--- config.mk ---
export PLATFORM = sky130hd
export DESIGN_NAME = vram_port_arbiter
export DESIGN_NICKNAME = d
export VERILOG_FILES = /design/src/rtl/vram_port_arbiter.sv
export SDC_FILE = /design/constraint.sdc
export NUM_CORES = 1
export LEC_CHECK = 0
export ABC_CLOCK_PERIOD_IN_PS = 3600
export CAP_MARGIN = 20
export CORE_UTILIZATION = 56
export DETAILED_ROUTE_END_ITERATION = 8
export HOLD_SLACK_MARGIN = 0.1
export PLACE_DENSITY = 0.81
export REMOVE_ABC_BUFFERS = 1
export SKIP_LAST_GASP = 1
export SLEW_MARGIN = 20
export SYNTH_ARGS = -nofsm -noshare
export SYNTH_HDL_FRONTEND = slang
export SYNTH_SLANG_ARGS = --single-unit
--- constraint.sdc ---
create_clock -name vramclk -period 3.6 [get_ports vramclk]
set_input_delay 0.9 -clock vramclk [delete_from_list [all_inputs] [get_ports vramclk]]
set_output_delay 0.9 -clock vramclk [all_outputs]
set_load 0.02 [all_outputs]
--- src/rtl/vram_port_arbiter.sv ---
// +-----------------------------------------------------------------------------+
// | vram_port_arbiter                                                           |
// | Shares one single-port VRAM between a FIFO-buffered capture write stream    |
// | and a req/ack scanout read port. Optional macro: ARB_STATS_EN adds the      |
// | drop_count and urgent_count statistics outputs.                             |
// | Revision: 1.0                                                               |
// +-----------------------------------------------------------------------------+
`default_nettype none

module vram_port_arbiter #(
    parameter int FIFO_AW      = 3,
    parameter int URGENT_LEVEL = 6,
    parameter int ADDR_W       = 16
) (
    input  logic              vramclk,
    input  logic              rst,
    input  logic              wr_valid,
    input  logic [ADDR_W-1:0] wr_addr,
    input  logic [1:0]        wr_data,
    input  logic              rd_req,
    input  logic [ADDR_W-1:0] rd_addr,
    output logic              rd_ack,
    output logic              rd_valid,
    output logic [1:0]        rd_data,
    output logic              mem_en,
    output logic              mem_we,
    output logic [ADDR_W-1:0] mem_addr,
    output logic [1:0]        mem_wdata,
    input  logic [1:0]        mem_rdata,
    output logic [FIFO_AW:0]  fifo_level,
`ifdef ARB_STATS_EN
    output logic [15:0]       drop_count,
    output logic [15:0]       urgent_count,
`endif
    output logic              overflow
);

    localparam int                c_DEPTH   = 2**FIFO_AW;
    localparam logic [FIFO_AW:0]  c_DEPTH_L = (FIFO_AW+1)'(c_DEPTH);

    logic [ADDR_W+1:0]  r_fifo [c_DEPTH];
    logic [FIFO_AW-1:0] r_wr_ptr;
    logic [FIFO_AW-1:0] r_rd_ptr;
    logic [FIFO_AW:0]   r_level;
    logic               r_rd_pend;

    logic              w_level_nz;
    logic              w_urgent;
    logic              w_pop;
    logic              w_rd_grant;
    logic              w_push;
    logic              w_drop;
    logic [ADDR_W+1:0] w_head;

    // Arbitration sees the occupancy before this cycle's push.
    assign w_level_nz = (r_level != '0);
    assign w_urgent   = w_level_nz && (int'(r_level) >= URGENT_LEVEL);
    assign w_pop      = w_level_nz && (w_urgent || !rd_req);
    assign w_rd_grant = !w_urgent && rd_req;
    assign w_push     = wr_valid && ((r_level != c_DEPTH_L) || w_pop);
    assign w_drop     = wr_valid && !w_push;
    assign w_head     = r_fifo[r_rd_ptr];

    assign rd_ack     = w_rd_grant && !rst;
    assign fifo_level = r_level;
    // Read data arrives from the macro in the same cycle rd_valid is raised.
    assign rd_data    = rd_valid ? mem_rdata : 2'b00;

    always_ff @(posedge vramclk) begin
        if (w_push) begin
            r_fifo[r_wr_ptr] <= {wr_addr, wr_data};
        end
    end

    always_ff @(posedge vramclk) begin
        if (rst) begin
            r_wr_ptr  <= '0;
            r_rd_ptr  <= '0;
            r_level   <= '0;
            r_rd_pend <= 1'b0;
            overflow  <= 1'b0;
            mem_en    <= 1'b0;
            mem_we    <= 1'b0;
            mem_addr  <= '0;
            mem_wdata <= '0;
            rd_valid  <= 1'b0;
        end else begin
            if (w_push) begin
                r_wr_ptr <= r_wr_ptr + 1'b1;
            end
            if (w_pop) begin
                r_rd_ptr <= r_rd_ptr + 1'b1;
            end
            case ({w_push, w_pop})
                2'b10:   r_level <= r_level + 1'b1;
                2'b01:   r_level <= r_level - 1'b1;
                default: r_level <= r_level;
            endcase
            if (w_drop) begin
                overflow <= 1'b1;
            end
            mem_en <= w_pop || w_rd_grant;
            mem_we <= w_pop;
            if (w_pop) begin
                mem_addr  <= w_head[ADDR_W+1:2];
                mem_wdata <= w_head[1:0];
            end else if (w_rd_grant) begin
                mem_addr  <= rd_addr;
            end
            r_rd_pend <= w_rd_grant;
            rd_valid  <= r_rd_pend;
        end
    end

`ifdef ARB_STATS_EN
    always_ff @(posedge vramclk) begin
        if (rst) begin
            drop_count   <= '0;
            urgent_count <= '0;
        end else begin
            if (w_drop && (drop_count != 16'hFFFF)) begin
                drop_count <= drop_count + 1'b1;
            end
            if (w_urgent && (urgent_count != 16'hFFFF)) begin
                urgent_count <= urgent_count + 1'b1;
            end
        end
    end
`endif

endmodule

`default_nettype wire

Word-level counts from Yosys, hierarchy flattened
Memory sizes are Yosys's and may differ from the RTL's. A register that Yosys moved wholly into a read port is not among the register bits.
Index checks and enable logic that the tools add are counted.
{"block": "op_classes", "n_reduce_logical": 16, "n_mux": 8, "n_addsub": 4, "n_eq_ne": 3, "order_cmp": 1}
{"operator": "two-way mux 16 bit", "count": 2}
{"operator": "case mux 4 bit (2 select lines)", "count": 1}
{"operator": "adder 3 x 1 -> 3 bit (second input constant)", "count": 2}
{"operator": "logical AND 1 bit", "count": 6}
{"operator": "two-way mux 3 bit", "count": 2}
{"operator": "adder 4 x 1 -> 4 bit (second input constant)", "count": 1}
{"operator": "greater-or-equal comparator 4 x 3 -> 1 bit (second input constant)", "count": 1}
{"operator": "zero test 1 bit", "count": 4}
{"operator": "!= test 4 bit (second input constant)", "count": 1}
{"operator": "nonzero test 2 bit", "count": 2}
{"operator": "nonzero test 4 bit", "count": 1}
{"operator": "subtractor 4 x 1 -> 4 bit (second input constant)", "count": 1}
{"operator": "logical OR 1 bit", "count": 3}
{"operator": "== test 2 x 1 -> 1 bit (second input constant)", "count": 1}
{"operator": "== test 2 bit (second input constant)", "count": 1}
{"operator": "two-way mux 1 bit", "count": 2}
{"operator": "two-way mux 2 bit", "count": 1}
{"block": "word_totals", "n_memories": 1, "ff_bits": 33, "elab_cells": 43, "out_inout_bits": 29, "in_bits": 40, "mem_bits_rw": 144}
{"name": "r_fifo", "words": 8, "width": 18, "rd": 1, "rd_ports_with_merged_regs": 1, "write_ports": 1, "line": "41", "text": "logic [ADDR_W+1:0] r_fifo [c_DEPTH];"}

Depth between registers and ports, before layout
Gate-level depths: netlist of the first run.
{"block": "logic_depth", "depth_word": 8, "mapped_depth": 11, "ltp_nobuf": 9}

Worst setup path before layout of the first run
OpenSTA, ideal clock, no wires.
{"block": "synth_path", "path_type": "input-to-reg", "startpoint": "input wr_valid", "endpoint": "memory r_fifo[0][0] in the netlist's numbering, enable pin", "path_buffers": 1, "stages": 3, "arrival_ps": 2602, "path_slack_ps": 583, "path_cell_list": "clkbuf_1 -> nand2b_1 -> nor3_1"}
{"block": "synth_via", "elab_chain_cells": 3}
{"item": "from (decl)", "line": "17", "text": "input logic wr_valid,"}
{"item": "logical AND 1 bit", "line": "60", "text": "assign w_push = wr_valid && ((r_level != c_DEPTH_L) || w_pop);"}
{"item": "two-way mux 1 bit", "line": "70", "text": "if (w_push) begin"}
{"item": "two-way mux 1 bit (implied by the code)", "line": "71", "text": "r_fifo[r_wr_ptr] <= {wr_addr, wr_data};"}
{"item": "to (decl)", "line": "41"}
No other way between the ends.

Final worst setup path of the first run
{"block": "layout_path", "startpoint": "input rd_req", "endpoint": "output rd_ack"}
{"block": "layout_via", "elab_chain_cells": 2}
{"item": "from (decl)", "line": "20", "text": "input logic rd_req,"}
{"item": "logical AND 1 bit", "line": "59", "text": "assign w_rd_grant = !w_urgent && rd_req;"}
{"item": "logical AND 1 bit", "line": "64", "text": "assign rd_ack = w_rd_grant && !rst;"}
{"item": "to (decl)", "line": "22", "text": "output logic rd_ack,"}
No other way between the ends.

==> impl_metrics.json, run 1 <==
{
  "dp_slack_ns": 0.169,
  "worstHoldEndpoint": "rd_valid$_SDFF_PP0_",
  "syn_avg_cell_area_um2": 18.1,
  "ctsResizeCount": 0,
  "hold_buffers": 0,
  "drt_iter0_markers": 325,
  "vias": 3978,
  "r2r_end": "fifo_level[3]$_SDFFE_PP0P_",
  "grt-ovfl-total": 0,
  "hold_start": "r_rd_pend$_SDFF_PP0_",
  "tightest_slew_ns": 0.858,
  "nets": 531,
  "antenna_cells": 0,
  "grt_max_degree": 44,
  "die_y_um": 115,
  "stdcell_count": 671,
  "cts_setup_buffers": 0,
  "rsz0062_at_grt": "false",
  "ctsHtreeMaxLevel": 4,
  "r2r_start": "fifo_level[1]$_SDFFE_PP0P_",
  "critPathKind": "in -> out",
  "cp.required_ns": 2.70,
  "slew-limit-headroom_pct": 42.7,
  "cts_buffer_depth": 2,
  "seq_area_frac_synth_pct": 70.1,
  "io_pins": 69,
  "netlist_area_mm2": 0.00720,
  "detail_route.wl_per_cell_um": 21.1,
  "worstRegToRegCells": 9,
  "setup_viol": 0,
  "hp-class": "reg -> reg",
  "pwr_density_cell_mw_per_mm2": 672,
  "cts_tree": "done",
  "setup_slack_ns": 0.293,
  "timing.final.crit_share_pct": 91.9,
  "worstSetupStartpointType": "input pin",
  "drive_above_1_share_pct": 16.0,
  "power_leakage_uw": 0.00294,
  "vdd_drop_max_uv": 370,
  "ant_nets": 0,
  "synth_cell_types": 44,
  "viasPerCell": 5.93,
  "fp.coreArea_mm2": 0.0126,
  "fin_skew_ns": 0.0119,
  "grt_pass1_wl_mm": 22.2,
  "first_pass_iters": 5,
  "finalCoreUtilization_pct": 69.3,
  "synthToLayoutAreaGrowth_pct": 21.1,
  "synthCells": 398,
  "std_cell_rows": 41,
  "cts_num_sinks": 180,
  "cts.reportedPaths.clkPinSlew_ns": 0.06,
  "reg2reg_slack_ns": 1.17,
  "die_area_mm2": 0.0133,
  "finalHoldViolations": 0,
  "clk_latency_ns": 0.43,
  "drt-total-wl_mm": 14.2,
  "worstPathMaxFanout": 6,
  "place_hpwl_mm": 8.67,
  "worstPathArrival_ns": 2.41,
  "fin_tns_setup_ns": 0,
  "die_w_um": 115,
  "slew_violations": 0,
  "numCtsBuffers": 17,
  "yosys_register_bits": 180,
  "drc": 0,
  "start_util_pct": 57.3,
  "endpoint_kind": "primary output",
  "maxCapViolations": 0,
  "synth-warning-count": 0,
  "gp_congestion": 0.815,
  "port_buffers": 68,
  "place_inst": 639,
  "fmax_mhz": 302,
  "hold_depth": 1,
  "grt_antenna_before_repair": 0,
  "fin_crit_ns": 3.31,
  "root_buffer": "clkbuf_16",
  "status": "completed",
  "grt_usage_pct": 23.8,
  "grt_pass1_vias": 4043
}
[cells in the mapped netlist]
| cell type | instances | area share (%) |
|---|---|---|
| or3_1 | 1 | 0.087 |
| nand2b_1 | 5 | 0.43 |
| fa_1 | 1 | 0.28 |
| a21o_1 | 1 | 0.10 |
| buf_2 | 6 | 0.42 |
| nor3_2 | 1 | 0.14 |
| o311ai_0 | 2 | 0.24 |
| nor2b_1 | 10 | 0.87 |
| xor2_1 | 2 | 0.24 |
| o21ai_0 | 3 | 0.21 |
| dfxtp_1 | 36 | 10 |
| nand2_1 | 6 | 0.31 |
| and2_1 | 3 | 0.26 |
| or3b_2 | 1 | 0.12 |
| o21a_1 | 1 | 0.10 |
| inv_1 | 5 | 0.26 |
| nor2_1 | 29 | 1.5 |
| a2111oi_0 | 1 | 0.12 |
| o21ba_2 | 1 | 0.14 |
| ha_1 | 4 | 0.70 |
| a211o_1 | 7 | 0.85 |
| or2_1 | 1 | 0.087 |
| buf_6 | 10 | 1.6 |
| nor4_4 | 1 | 0.30 |
| a21boi_1 | 1 | 0.10 |
| mux2_2 | 8 | 1.3 |
| nor3_1 | 12 | 0.83 |
| nor4_1 | 8 | 0.70 |
| or4_1 | 1 | 0.10 |
| nand3_1 | 2 | 0.14 |
| clkbuf_8 | 2 | 0.38 |
| clkbuf_1 | 5 | 0.26 |
| mux2i_1 | 4 | 0.56 |
| xnor2_1 | 2 | 0.24 |
| or4b_2 | 1 | 0.14 |
| nor3b_1 | 7 | 0.73 |
| mux4_2 | 13 | 4.1 |
| mux4_1 | 23 | 8.4 |
| a21oi_1 | 6 | 0.42 |
| nor4b_1 | 7 | 0.85 |
| edfxtp_1 | 144 | 60 |
| a211oi_1 | 12 | 1.3 |
| clkbuf_2 | 1 | 0.069 |
| o21ai_1 | 1 | 0.069 |
[routing by layer]
metal,track usage (%),vias to the layer above,part of all wire [%]
li1,-,1775,-
met1,31.2,2006,42
met2,38.1,166,50
met3,6.38,31,6.5
met4,9.70,0,2.4
met5,0,-,0
[cells by family (layout without fill, tap and decap cells)]
kind of cell / Yosys count / in the layout / share of synthesized area [%]
AO/OA/AOI/OAI: 36 / 36 / 3.62
XOR/XNOR: 4 / 4 / 0.487
adder cells (fa/ha/maj): 5 / 5 / 0.973
buffers and inverters: 29 / 130 / 2.96
flip-flops: 180 / 180 / 70.1
multiplexers: 48 / 48 / 14.3
AND/OR/NAND/NOR: 96 / 96 / 7.61
[sequential cells by signal, summed over array words and instances (netlist names), named ones only]
name and flops:
fifo_level 4, mem_addr 16, mem_en 1, mem_wdata 2
mem_we 1, overflow 1, r_fifo 144, r_rd_pend 1
r_rd_ptr 3, r_wr_ptr 3, rd_valid 1
[cells in the final DEF, fill, tap and decap left out, drive strengths merged, types with 8 or more instances in the layout]
master,count
clkbuf,21
edfxtp,144
mux4,36
nor4,9
a211oi,12
nor3,13
mux2,8
nor2,29
buf,25
nor2b,10
dfxtp,36
clkdlybuf4s50,68
[final cells by class]
class	instances	area, um^2
clock inverters	11	159
fillers	786	3850
well taps	172	215
flip-flops and latches	180	5050
inverters	5	18.8
repair buffers	93	881
clock buffers	21	440
multi-input cells	189	1950
[worst max-delay path, cell delays in order]
cell             delay [ns]
clkdlybuf4s50_1        0.60
nand2_1                0.12
a21oi_1                0.16
clkdlybuf4s50_1        0.62
[power by group]
| part | internal [uW] | total [uW] | switching, uW |
|---|---|---|---|
| logic | 675 | 1380 | 703 |
| registers | 2430 | 2600 | 165 |
| clock network | 1150 | 1880 | 728 |
[stage by stage]
| step | hold slack, ns | cell area (um^2) | power, uW |
|---|---|---|---|
| after global placement | 0.431 | 8120 | 3970 |
| after global routing | 0.475 | 8710 | 6120 |
| after CTS | 0.451 | 8710 | 5900 |
| after floorplan | 0.414 | 7000 | 3410 |
| after detailed placement | 0.436 | 8120 | 4020 |
| final | 0.448 | 8710 | 5860 |
[how the worst max path moves through the flow]
stage | startpoint | end | slack [ns] | cells after the start
2_1_floorplan | rd_req | fifo_level[3]$_SDFFE_PP0P_ | 0.26 | 9
3_3_place_gp | rd_req | fifo_level[3]$_SDFFE_PP0P_ | 0.26 | 10
3_5_place_dp | rd_req | fifo_level[3]$_SDFFE_PP0P_ | 0.17 | 10
4_1_cts | rd_req | rd_ack | 0.29 | 4
5_1_grt | rd_req | rd_ack | 0.21 | 4
6_report | rd_req | rd_ack | 0.29 | 4
No activity file was read; power rests on OpenSTA's default activity.
==> run 2, diff against run 1 <==
Settings changed: ABC_CLOCK_PERIOD_IN_PS 3600 to 3500.
Clock period 3.6 ns to 3.5 ns, I/O delays scaled along.
==> impl_metrics.json, run 2 (synthesized netlist as in run 1, its figures left out) <==
{
  "vdd_drop_max_uv": 402,
  "clk_latency_ns": 0.43,
  "fin_tns_setup_ns": 0,
  "fill_cells": 809,
  "slew-limit-headroom_pct": 40.9,
  "timing.final.crit_share_pct": 91.4,
  "root_buffer": "clkbuf_16",
  "dp_slack_ns": 0.128,
  "worstPathMaxFanout": 6,
  "ctsResizeCount": 0,
  "seq_area_mm2": 0.00505,
  "drt-total-wl_mm": 14.6,
  "grt_usage_pct": 23.3,
  "power_frac_clock_pct": 29.2,
  "switching_share_pct": 29.2,
  "cts_tree": "done",
  "numCtsBuffers": 17,
  "power_frac_comb_pct": 25.3,
  "layout_common_cells": "144 x edfxtp_1, 68 x clkdlybuf4s50_1, 35 x dfxtp_1, 29 x nor2_1",
  "rsz0062_at_grt": "false",
  "cts_setup_buffers": 0,
  "slew_violations": 0,
  "port_buffers": 68,
  "fin_skew_ns": 0.00756,
  "pwr_density_cell_mw_per_mm2": 672,
  "grt-ovfl-total": 0,
  "fin_crit_ns": 3.20,
  "regMostFlops": "r_fifo",
  "start_util_pct": 57.3,
  "fmax_mhz": 313,
  "worstSetupStartpointType": "input pin",
  "grt_pass1_vias": 3854,
  "std_cell_rows": 41,
  "drt_iter0_markers": 387,
  "fp.coreArea_mm2": 0.0126,
  "die_w_um": 115,
  "cp.required_ns": 2.62,
  "die_y_um": 115,
  "cts_num_sinks": 180,
  "vias": 3967,
  "critPathKind": "in -> out",
  "hp-class": "reg -> reg",
  "drive_above_1_share_pct": 16.5,
  "die_area_mm2": 0.0133,
  "worstPathArrival_ns": 2.32,
  "multiInputGateArea_mm2": 0.00195,
  "grt_max_degree": 44,
  "seq_power_share_pct": 45.6,
  "endpoint_kind": "primary output",
  "grt_pass1_wl_mm": 21.6,
  "status": "completed",
  "nets": 529,
  "cts.reportedPaths.clkPinSlew_ns": 0.06,
  "holdWs_ns": 0.436,
  "p_switching_uw": 1690,
  "maxCapViolations": 0,
  "io_pins": 69,
  "hold_buffers": 0,
  "ctsHtreeMaxLevel": 4,
  "finalHoldViolations": 0,
  "power_leakage_uw": 0.00288,
  "p_int_uw": 4090,
  "setup_slack_ns": 0.302,
  "ant_nets": 0,
  "gp_congestion": 0.770,
  "place_hpwl_mm": 8.62,
  "viasPerCell": 5.93,
  "grt_antenna_before_repair": 0,
  "synthToLayoutAreaGrowth_pct": 19.6,
  "drc": 0,
  "detail_route.wl_per_cell_um": 21.8,
  "tightest_slew_ns": 0.879,
  "final_common_cell": "edfxtp_1",
  "setup_viol": 0,
  "cts_buffer_depth": 2,
  "first_pass_iters": 5,
  "largest_reg_flops": 144,
  "antenna_cells": 0
}
run 2: stage by stage:
step	utilization (%)	total power, uW	instance area, um^2	std cells
6_report	68.5	5790	8610	669
3_5_place_dp	64.4	4130	8090	637
2_1_floorplan	-	3500	7000	374
5_1_grt	68.5	6010	8610	669
3_3_place_gp	64.4	4070	8090	637
4_1_cts	68.5	5810	8610	669
run 2: final cells by class:
class,count,area share [%]
Clock buffer,20,5.07
Clock inverter,12,0.988
Inverter,5,0.218
Multi-Input combinational cell,189,22.7
Sequential cell,180,58.6
Tap cell,172,2.50
Timing Repair Buffer,91,9.91
run 2: critical path: stages:
cell and delay, ns:
clkdlybuf4s50_1 0.60, nand2_1 0.10, a21oi_1 0.13, clkdlybuf4s50_1 0.62
run 2: power by group through the flow:
stage	logic [uW]	clock network (uW)	registers, uW
floorplan	640	0	2860
global placement	1410	0	2670
detailed placement	1450	0	2680
CTS	1460	1710	2640
global route	1550	1800	2660
finish	1460	1690	2640
run 2: per-layer routing:
metal | vias to the layer above | global-route usage [%] | part of all wire [%]
met2 | 173 | 38.9 | 51
met3 | 33 | 5.80 | 6.4
met5 | - | 0 | 0
met1 | 1992 | 28.9 | 40
met4 | 0 | 10.3 | 2.6
li1 | 1769 | - | -
run 2: path summary, 6_finish.rpt:
check	from	endpoint	slack (ns)	cells past startpoint
setup / recovery	rd_req	rd_ack	0.30	4
hold / removal	r_rd_pend$_SDFF_PP0_	rd_valid$_SDFF_PP0_	0.44	1
setup reg to reg	fifo_level[1]$_SDFFE_PP0P_	fifo_level[3]$_SDFFE_PP0P_	1.04	9
hold reg to reg	r_rd_pend$_SDFF_PP0_	rd_valid$_SDFF_PP0_	0.44	1
